`src/rtl/gfx_sdr_arbiter_if.sv`:
```
// Requester-channel and SDRAM-port signal bundle for the graphics ROM fetch arbiter.
// The slave modport is the arbiter's view; master is the layers/SDRAM side.
interface gfx_sdr_arbiter_if #(
  parameter int NCH = 4,
  parameter int AW  = 25,
  parameter int DW  = 16
);
  logic [NCH-1:0]    ch_req;
  logic [NCH*AW-1:0] ch_addr;
  logic [NCH-1:0]    ch_rdy;
  logic [DW-1:0]     ch_data;
  logic              mem_req;
  logic [AW-1:0]     mem_addr;
  logic              mem_rdy;
  logic [DW-1:0]     mem_data;
  logic              busy;
  logic              err_timeout;

  modport slave (
    input  ch_req, ch_addr, mem_rdy, mem_data,
    output ch_rdy, ch_data, mem_req, mem_addr, busy, err_timeout
  );

  modport master (
    output ch_req, ch_addr, mem_rdy, mem_data,
    input  ch_rdy, ch_data, mem_req, mem_addr, busy, err_timeout
  );
endinterface

```
`src/rtl/gfx_sdr_arbiter.sv`:
```
// Round-robin arbiter funnelling per-layer graphics ROM fetches onto one SDRAM read port.
// Each channel holds one pending request; a newer request overwrites an unserved address.
//
// state  | meaning
// S_IDLE | no transaction in flight; arbitrate over pend | ch_req
// S_WAIT | mem_req issued, waiting for mem_rdy or timeout
module gfx_sdr_arbiter #(
  parameter int NCH     = 4,
  parameter int AW      = 25,
  parameter int DW      = 16,
  parameter int TIMEOUT = 64
) (
  input logic              clk,
  input logic              RESETn,
  gfx_sdr_arbiter_if.slave bus
);
  localparam int PW      = (NCH > 1) ? $clog2(NCH) : 1;
  localparam int CW      = (TIMEOUT > 0) ? $clog2(TIMEOUT + 1) : 1;
  localparam int TO_LAST = (TIMEOUT > 0) ? TIMEOUT - 1 : 0;

  typedef enum logic {S_IDLE, S_WAIT} state_t;

  state_t          r_state;
  state_t          w_state_nxt;

  logic [NCH-1:0]  r_pend;
  logic [AW-1:0]   r_paddr [NCH];
  logic [PW-1:0]   r_ptr;
  logic [PW-1:0]   r_gnt;
  logic [CW-1:0]   r_cnt;
  logic            r_mem_req;
  logic [AW-1:0]   r_mem_addr;
  logic [NCH-1:0]  r_ch_rdy;
  logic [DW-1:0]   r_ch_data;
  logic            r_err;

  logic [AW-1:0]   w_addr_in [NCH];
  logic [PW-1:0]   w_rr_idx  [NCH];
  logic [NCH-1:0]  w_req;
  logic            w_found;
  logic [PW-1:0]   w_win;
  logic [AW-1:0]   w_win_addr;
  logic [PW-1:0]   w_ptr_nxt;
  logic            w_timeout;
  logic            w_grant;
  logic            w_done;
  logic            w_abort;
  logic            w_busy;
  logic [NCH-1:0]  w_rdy_vec;

  always_comb begin
    for (int i = 0; i < NCH; i++) begin
      w_addr_in[i] = bus.ch_addr[i*AW +: AW];
      w_rr_idx[i]  = PW'((int'(r_ptr) + i) % NCH);
    end
  end

  // Same-cycle bypass: a fresh request competes without first landing in pend.
  assign w_req = r_pend | bus.ch_req;

  always_comb begin
    w_found = 1'b0;
    w_win   = '0;
    for (int k = 0; k < NCH; k++) begin
      if (!w_found && w_req[w_rr_idx[k]]) begin
        w_found = 1'b1;
        w_win   = w_rr_idx[k];
      end
    end
  end

  assign w_win_addr = bus.ch_req[w_win] ? w_addr_in[w_win] : r_paddr[w_win];
  assign w_ptr_nxt  = (w_win == PW'(NCH - 1)) ? '0 : w_win + 1'b1;
  // mem_rdy on the last allowed cycle wins over the abort.
  assign w_timeout  = (TIMEOUT != 0) && (r_cnt == CW'(TO_LAST)) && !bus.mem_rdy;

  always_ff @(posedge clk) begin
    if (!RESETn) r_state <= S_IDLE;
    else         r_state <= w_state_nxt;
  end

  always_comb begin
    w_state_nxt = r_state;
    case (r_state)
      S_IDLE:  if (w_found) w_state_nxt = S_WAIT;
      S_WAIT:  if (bus.mem_rdy || w_timeout) w_state_nxt = S_IDLE;
      default: w_state_nxt = S_IDLE;
    endcase
  end

  always_comb begin
    w_busy    = (r_state == S_WAIT);
    w_grant   = (r_state == S_IDLE) && w_found;
    w_done    = (r_state == S_WAIT) && bus.mem_rdy;
    w_abort   = (r_state == S_WAIT) && w_timeout;
    w_rdy_vec = w_done ? (NCH'(1) << r_gnt) : '0;
  end

  always_ff @(posedge clk) begin
    if (!RESETn) begin
      r_pend     <= '0;
      r_ptr      <= '0;
      r_gnt      <= '0;
      r_cnt      <= '0;
      r_mem_req  <= 1'b0;
      r_mem_addr <= '0;
      r_ch_rdy   <= '0;
      r_ch_data  <= '0;
      r_err      <= 1'b0;
      for (int i = 0; i < NCH; i++) r_paddr[i] <= '0;
    end else begin
      r_mem_req <= 1'b0;
      r_ch_rdy  <= w_rdy_vec;
      for (int i = 0; i < NCH; i++) begin
        if (bus.ch_req[i]) begin
          r_pend[i]  <= 1'b1;
          r_paddr[i] <= w_addr_in[i];
        end
      end
      if (r_state == S_WAIT) r_cnt <= r_cnt + 1'b1;
      // Placed after the request loop so the grant consumes a same-cycle request.
      if (w_grant) begin
        r_pend[w_win] <= 1'b0;
        r_mem_req     <= 1'b1;
        r_mem_addr    <= w_win_addr;
        r_gnt         <= w_win;
        r_ptr         <= w_ptr_nxt;
        r_cnt         <= '0;
      end
      if (w_done)  r_ch_data <= bus.mem_data;
      if (w_abort) r_err     <= 1'b1;
    end
  end

  assign bus.mem_req     = r_mem_req;
  assign bus.mem_addr    = r_mem_addr;
  assign bus.ch_rdy      = r_ch_rdy;
  assign bus.ch_data     = r_ch_data;
  assign bus.busy        = w_busy;
  assign bus.err_timeout = r_err;
endmodule

```
`src/flat_wrapper.sv`:
```
// flat-port wrapper written by rule: the top's interface ports become plain ports
module gfx_sdr_arbiter_flat 
#(
  parameter int NCH     = 4,
  parameter int AW      = 25,
  parameter int DW      = 16,
  parameter int TIMEOUT = 64
)
  (clk, RESETn, bus_ch_req, bus_ch_addr, bus_mem_rdy, bus_mem_data, bus_ch_rdy, bus_ch_data, bus_mem_req, bus_mem_addr, bus_busy, bus_err_timeout);
  gfx_sdr_arbiter_if #(.NCH(NCH), .AW(AW), .DW(DW)) bus_i ();
  input logic clk;
  input logic RESETn;
  input wire logic [$bits(bus_i.ch_req)-1:0] bus_ch_req;
  input wire logic [$bits(bus_i.ch_addr)-1:0] bus_ch_addr;
  input wire logic [$bits(bus_i.mem_rdy)-1:0] bus_mem_rdy;
  input wire logic [$bits(bus_i.mem_data)-1:0] bus_mem_data;
  output wire logic [$bits(bus_i.ch_rdy)-1:0] bus_ch_rdy;
  output wire logic [$bits(bus_i.ch_data)-1:0] bus_ch_data;
  output wire logic [$bits(bus_i.mem_req)-1:0] bus_mem_req;
  output wire logic [$bits(bus_i.mem_addr)-1:0] bus_mem_addr;
  output wire logic [$bits(bus_i.busy)-1:0] bus_busy;
  output wire logic [$bits(bus_i.err_timeout)-1:0] bus_err_timeout;
  assign bus_i.ch_req = bus_ch_req;
  assign bus_i.ch_addr = bus_ch_addr;
  assign bus_i.mem_rdy = bus_mem_rdy;
  assign bus_i.mem_data = bus_mem_data;
  assign bus_ch_rdy = bus_i.ch_rdy;
  assign bus_ch_data = bus_i.ch_data;
  assign bus_mem_req = bus_i.mem_req;
  assign bus_mem_addr = bus_i.mem_addr;
  assign bus_busy = bus_i.busy;
  assign bus_err_timeout = bus_i.err_timeout;
  gfx_sdr_arbiter #(.NCH(NCH), .AW(AW), .DW(DW), .TIMEOUT(TIMEOUT)) u_core (.clk(clk), .RESETn(RESETn), .bus(bus_i));
endmodule
```
`config.mk`:
```
export PLATFORM = sky130hd
export DESIGN_NAME = gfx_sdr_arbiter_flat
export DESIGN_NICKNAME = d
export VERILOG_FILES = /design/src/rtl/gfx_sdr_arbiter_if.sv /design/src/rtl/gfx_sdr_arbiter.sv /design/src/flat_wrapper.sv
export SDC_FILE = /design/constraint.sdc
export NUM_CORES = 1
export LEC_CHECK = 0
export ABC_AREA = 1
export CORE_UTILIZATION = 52
export DETAILED_ROUTE_END_ITERATION = 8
export PLACE_DENSITY = 0.81
export SYNTH_ARGS = -nofsm -noshare
export SYNTH_HDL_FRONTEND = slang
export SYNTH_SLANG_ARGS = --single-unit
```
`constraint.sdc`:
```
create_clock -name clk -period 2.6 [get_ports clk]
set_input_delay 0.52 -clock clk [delete_from_list [all_inputs] [get_ports clk]]
set_output_delay 0.52 -clock clk [all_outputs]
set_load 0.03 [all_outputs]
```
==> impl_metrics.toml <==
[outcome]
status = "finished clean"

[sta]
worst_pin_slew_ps = 497
fin_worst_skew_ps = 9.05
rsz0062_at_grt = "no"
hold_ws_ps = 452
hold_viol_final = 0
period_needed_ps = 2430
finalSetupViolCount = 0
fin_crit_sh = 0.934
slew_viol_final = 0
slew_headroom = 0.666
max_freq_ghz = 0.412

[layout]
utilization = 0.707
area_delta_synth_final_pct = 33.1
drive_gt1_frac = 0.0871
nets = 1421
fin_cells = 1525
n_antenna_cell = 0

[clock_network]
path_clk_slew_ps = 60
cts_setup_buffers = 0
worst_skew_pair.late_latency_ps = 430
cts_made_buffers = 17
root_buffer = "clkbuf_16"
clockBufferDepth = 2
htree_levels = 4
hold_buffers = 0
cts_sinks = 163
postCtsResizedCells = 0
cts_tree = "yes"

[logic_synthesis]
yosys_warnings = 0
synth_area_leaders = "edfxtp_1 (36%), nand2_1 (16%), dfxtp_1 (15%), nand3_1 (9.6%), nor2_1 (6.9%)"
synth_edf_count = 100
ys_types = 35
avgSynthCellArea_um2 = 7.57
netlist.area_leader.share = 0.357
netlist_instances = 1110
synthesis.area_um2 = 8400
synth-seq-area-share = 0.507
synth_ff_type = "edfxtp_1"
synthTopCellsByCount = "nand2_1 (365), nand3_1 (161), nor2_1 (154)"
synth_area_leader_cell = "edfxtp_1"
yosysMostFrequentCell = "nand2_1"
synth_fp_nets = 1235
ys_ff_latch = 163
async_flop_share = 0

[drt]
num_vias = 8054
wire_per_inst_um = 16.3
wirelength_um = 24800
drc_errors = 0
first_pass_iters = 7
drtAntennaViolNets = 0
via_per_inst = 5.28
drt_iter0_drc = 793

[worst_setup_path]
crit_family = "simple AND/OR/NAND/NOR gates"
end_kind = "flop"
cpMaxStageDelayCell = "dfxtp_1"
critPathRequiredTime_ps = 2920
critPathMaxStageDelay_ps = 600
critical_path.most_common_cell = "nand2_1"
path_buf_inv = 3
arrival_ps = 2750
cp-start-kind = "flop"
critPathKind = "flop to flop"
crit_fanout = 16
cp_cell_sequence = "inv_4, nand2_1, nand2_2, nand3_1, nand2_1, nor2_2, nand3_2, nand2_4, nand2_4, buf_4, buf_4, nand2_1, nand2_1, nand2_1, nand3_1, nand3_1, nand2_1"
rrSetupSlack_ps = 170

[global_routing]
grt_first_pass_wirelength_um = 39000
antenna_found_initial = 0
grt_overflow = 0
track_usage = 0.309
grt_max_degree = 59
grt_pass1_vias = 7747

[place]
gp_congestion = 0.906
dp_cells = 1493
port_buffers = 170
post-dp-hpwl_um = 16700

[floorplan]
dieArea_um2 = 16700
pin_count = 171
die_x_um = 129
fp.dieH_um = 129
core_region_area_um2 = 15800
rows = 46
initial_core_util = 0.531

[job]
drv_cap = 0

[power_and_ir_drop]
p_per_area_nw_per_um2 = 1190
leakagePower_nw = 5.23
ir_drop_uv = 1180

[min_path]
min_path_type = "flop to flop"
placed cells by master, fill, tap and decap left out, drive strengths merged:
cell,n
nand2,376
clkdlybuf4s50,170
nand3,163
nor2,159
inv,121
edfxtp,100
dfxtp,63
buf,58
o21ai,44
clkbuf,27
a21oi,5
clkinv,5
a211oi,3
xor2,2
o22ai,2
ha,2
nand4,2
nor3,1
nand3b,1
nor3b,1
a31oi,1
o41ai,1
o21a,1
xnor2,1
layer usage:
layer | vias to the layer above | track usage | wire length, um
met3 | 76 | 0.0731 | 2680
met5 | - | 0 | 0
met2 | 460 | 0.495 | 11500
li1 | 3896 | - | -
met1 | 3622 | 0.396 | 9760
met4 | 0 | 0.149 | 919
registers in the layout (all words and copies together), names as in the netlist:
register,cells
u_core.r_gnt,2
u_core.bus.ch_data,16
u_core.r_ptr,2
u_core.r_paddr,100
u_core.bus.busy,1
u_core.bus.err_timeout,1
u_core.bus.ch_rdy,4
u_core.bus.mem_addr,25
u_core.bus.mem_req,1
u_core.r_cnt,7
u_core.r_pend,4
worst min-delay path, cell delays in order, from the launching register on:
cell     delay, ps
dfxtp_1        310
nand2_1         60
nand2_1         40
power by group:
group          internal (W)  switching, W
registers           0.00311      0.000207
clock network       0.00152       0.00101
logic               0.00278       0.00468
cell families after synthesis:
kind of cell / share of synthesized area
buffers and inverters: 0.100
XOR/XNOR: 0.00313
AO/OA/AOI/OAI: 0.0360
AND/OR/NAND/NOR: 0.350
adder cells (fa/ha/maj): 0.00298
flip-flops: 0.507
metrics by stage:
step                total power (W)  TNS [ps]  instance area (um^2)  worst slack (ps)
CTS                          0.0132         0                 11200               208
floorplan                   0.00814         0                  8400               498
finish                       0.0133         0                 11200               170
detailed placement           0.0106     -3990                 10600              -207
global route                 0.0141         0                 11200              18.5
global placement             0.0105     -1860                 10600              -141
final timing paths:
path | from | end | depth (start not counted)
setup / recovery | u_core.r_ptr[0]$_SDFFE_PN0P_ | u_core.bus.mem_addr[2]$_SDFFE_PN0P_ | 17
hold / removal | u_core.bus.mem_addr[23]$_SDFFE_PN0P_ | u_core.bus.mem_addr[23]$_SDFFE_PN0P_ | 2
setup reg to reg | u_core.r_ptr[0]$_SDFFE_PN0P_ | u_core.bus.mem_addr[2]$_SDFFE_PN0P_ | 17
hold reg to reg | u_core.bus.mem_addr[23]$_SDFFE_PN0P_ | u_core.bus.mem_addr[23]$_SDFFE_PN0P_ | 2
final cells by class:
cell class                      instances  area [um^2]
Tap cell                              216          270
Clock buffer                           27          573
Inverter                              121          462
Clock inverter                          5         31.3
Fill cell                            1256         4640
Timing Repair Buffer                  228         2290
Multi-Input combinational cell        765         3300
Sequential cell                       163         4260
No activity file was read; power rests on OpenSTA's default activity.
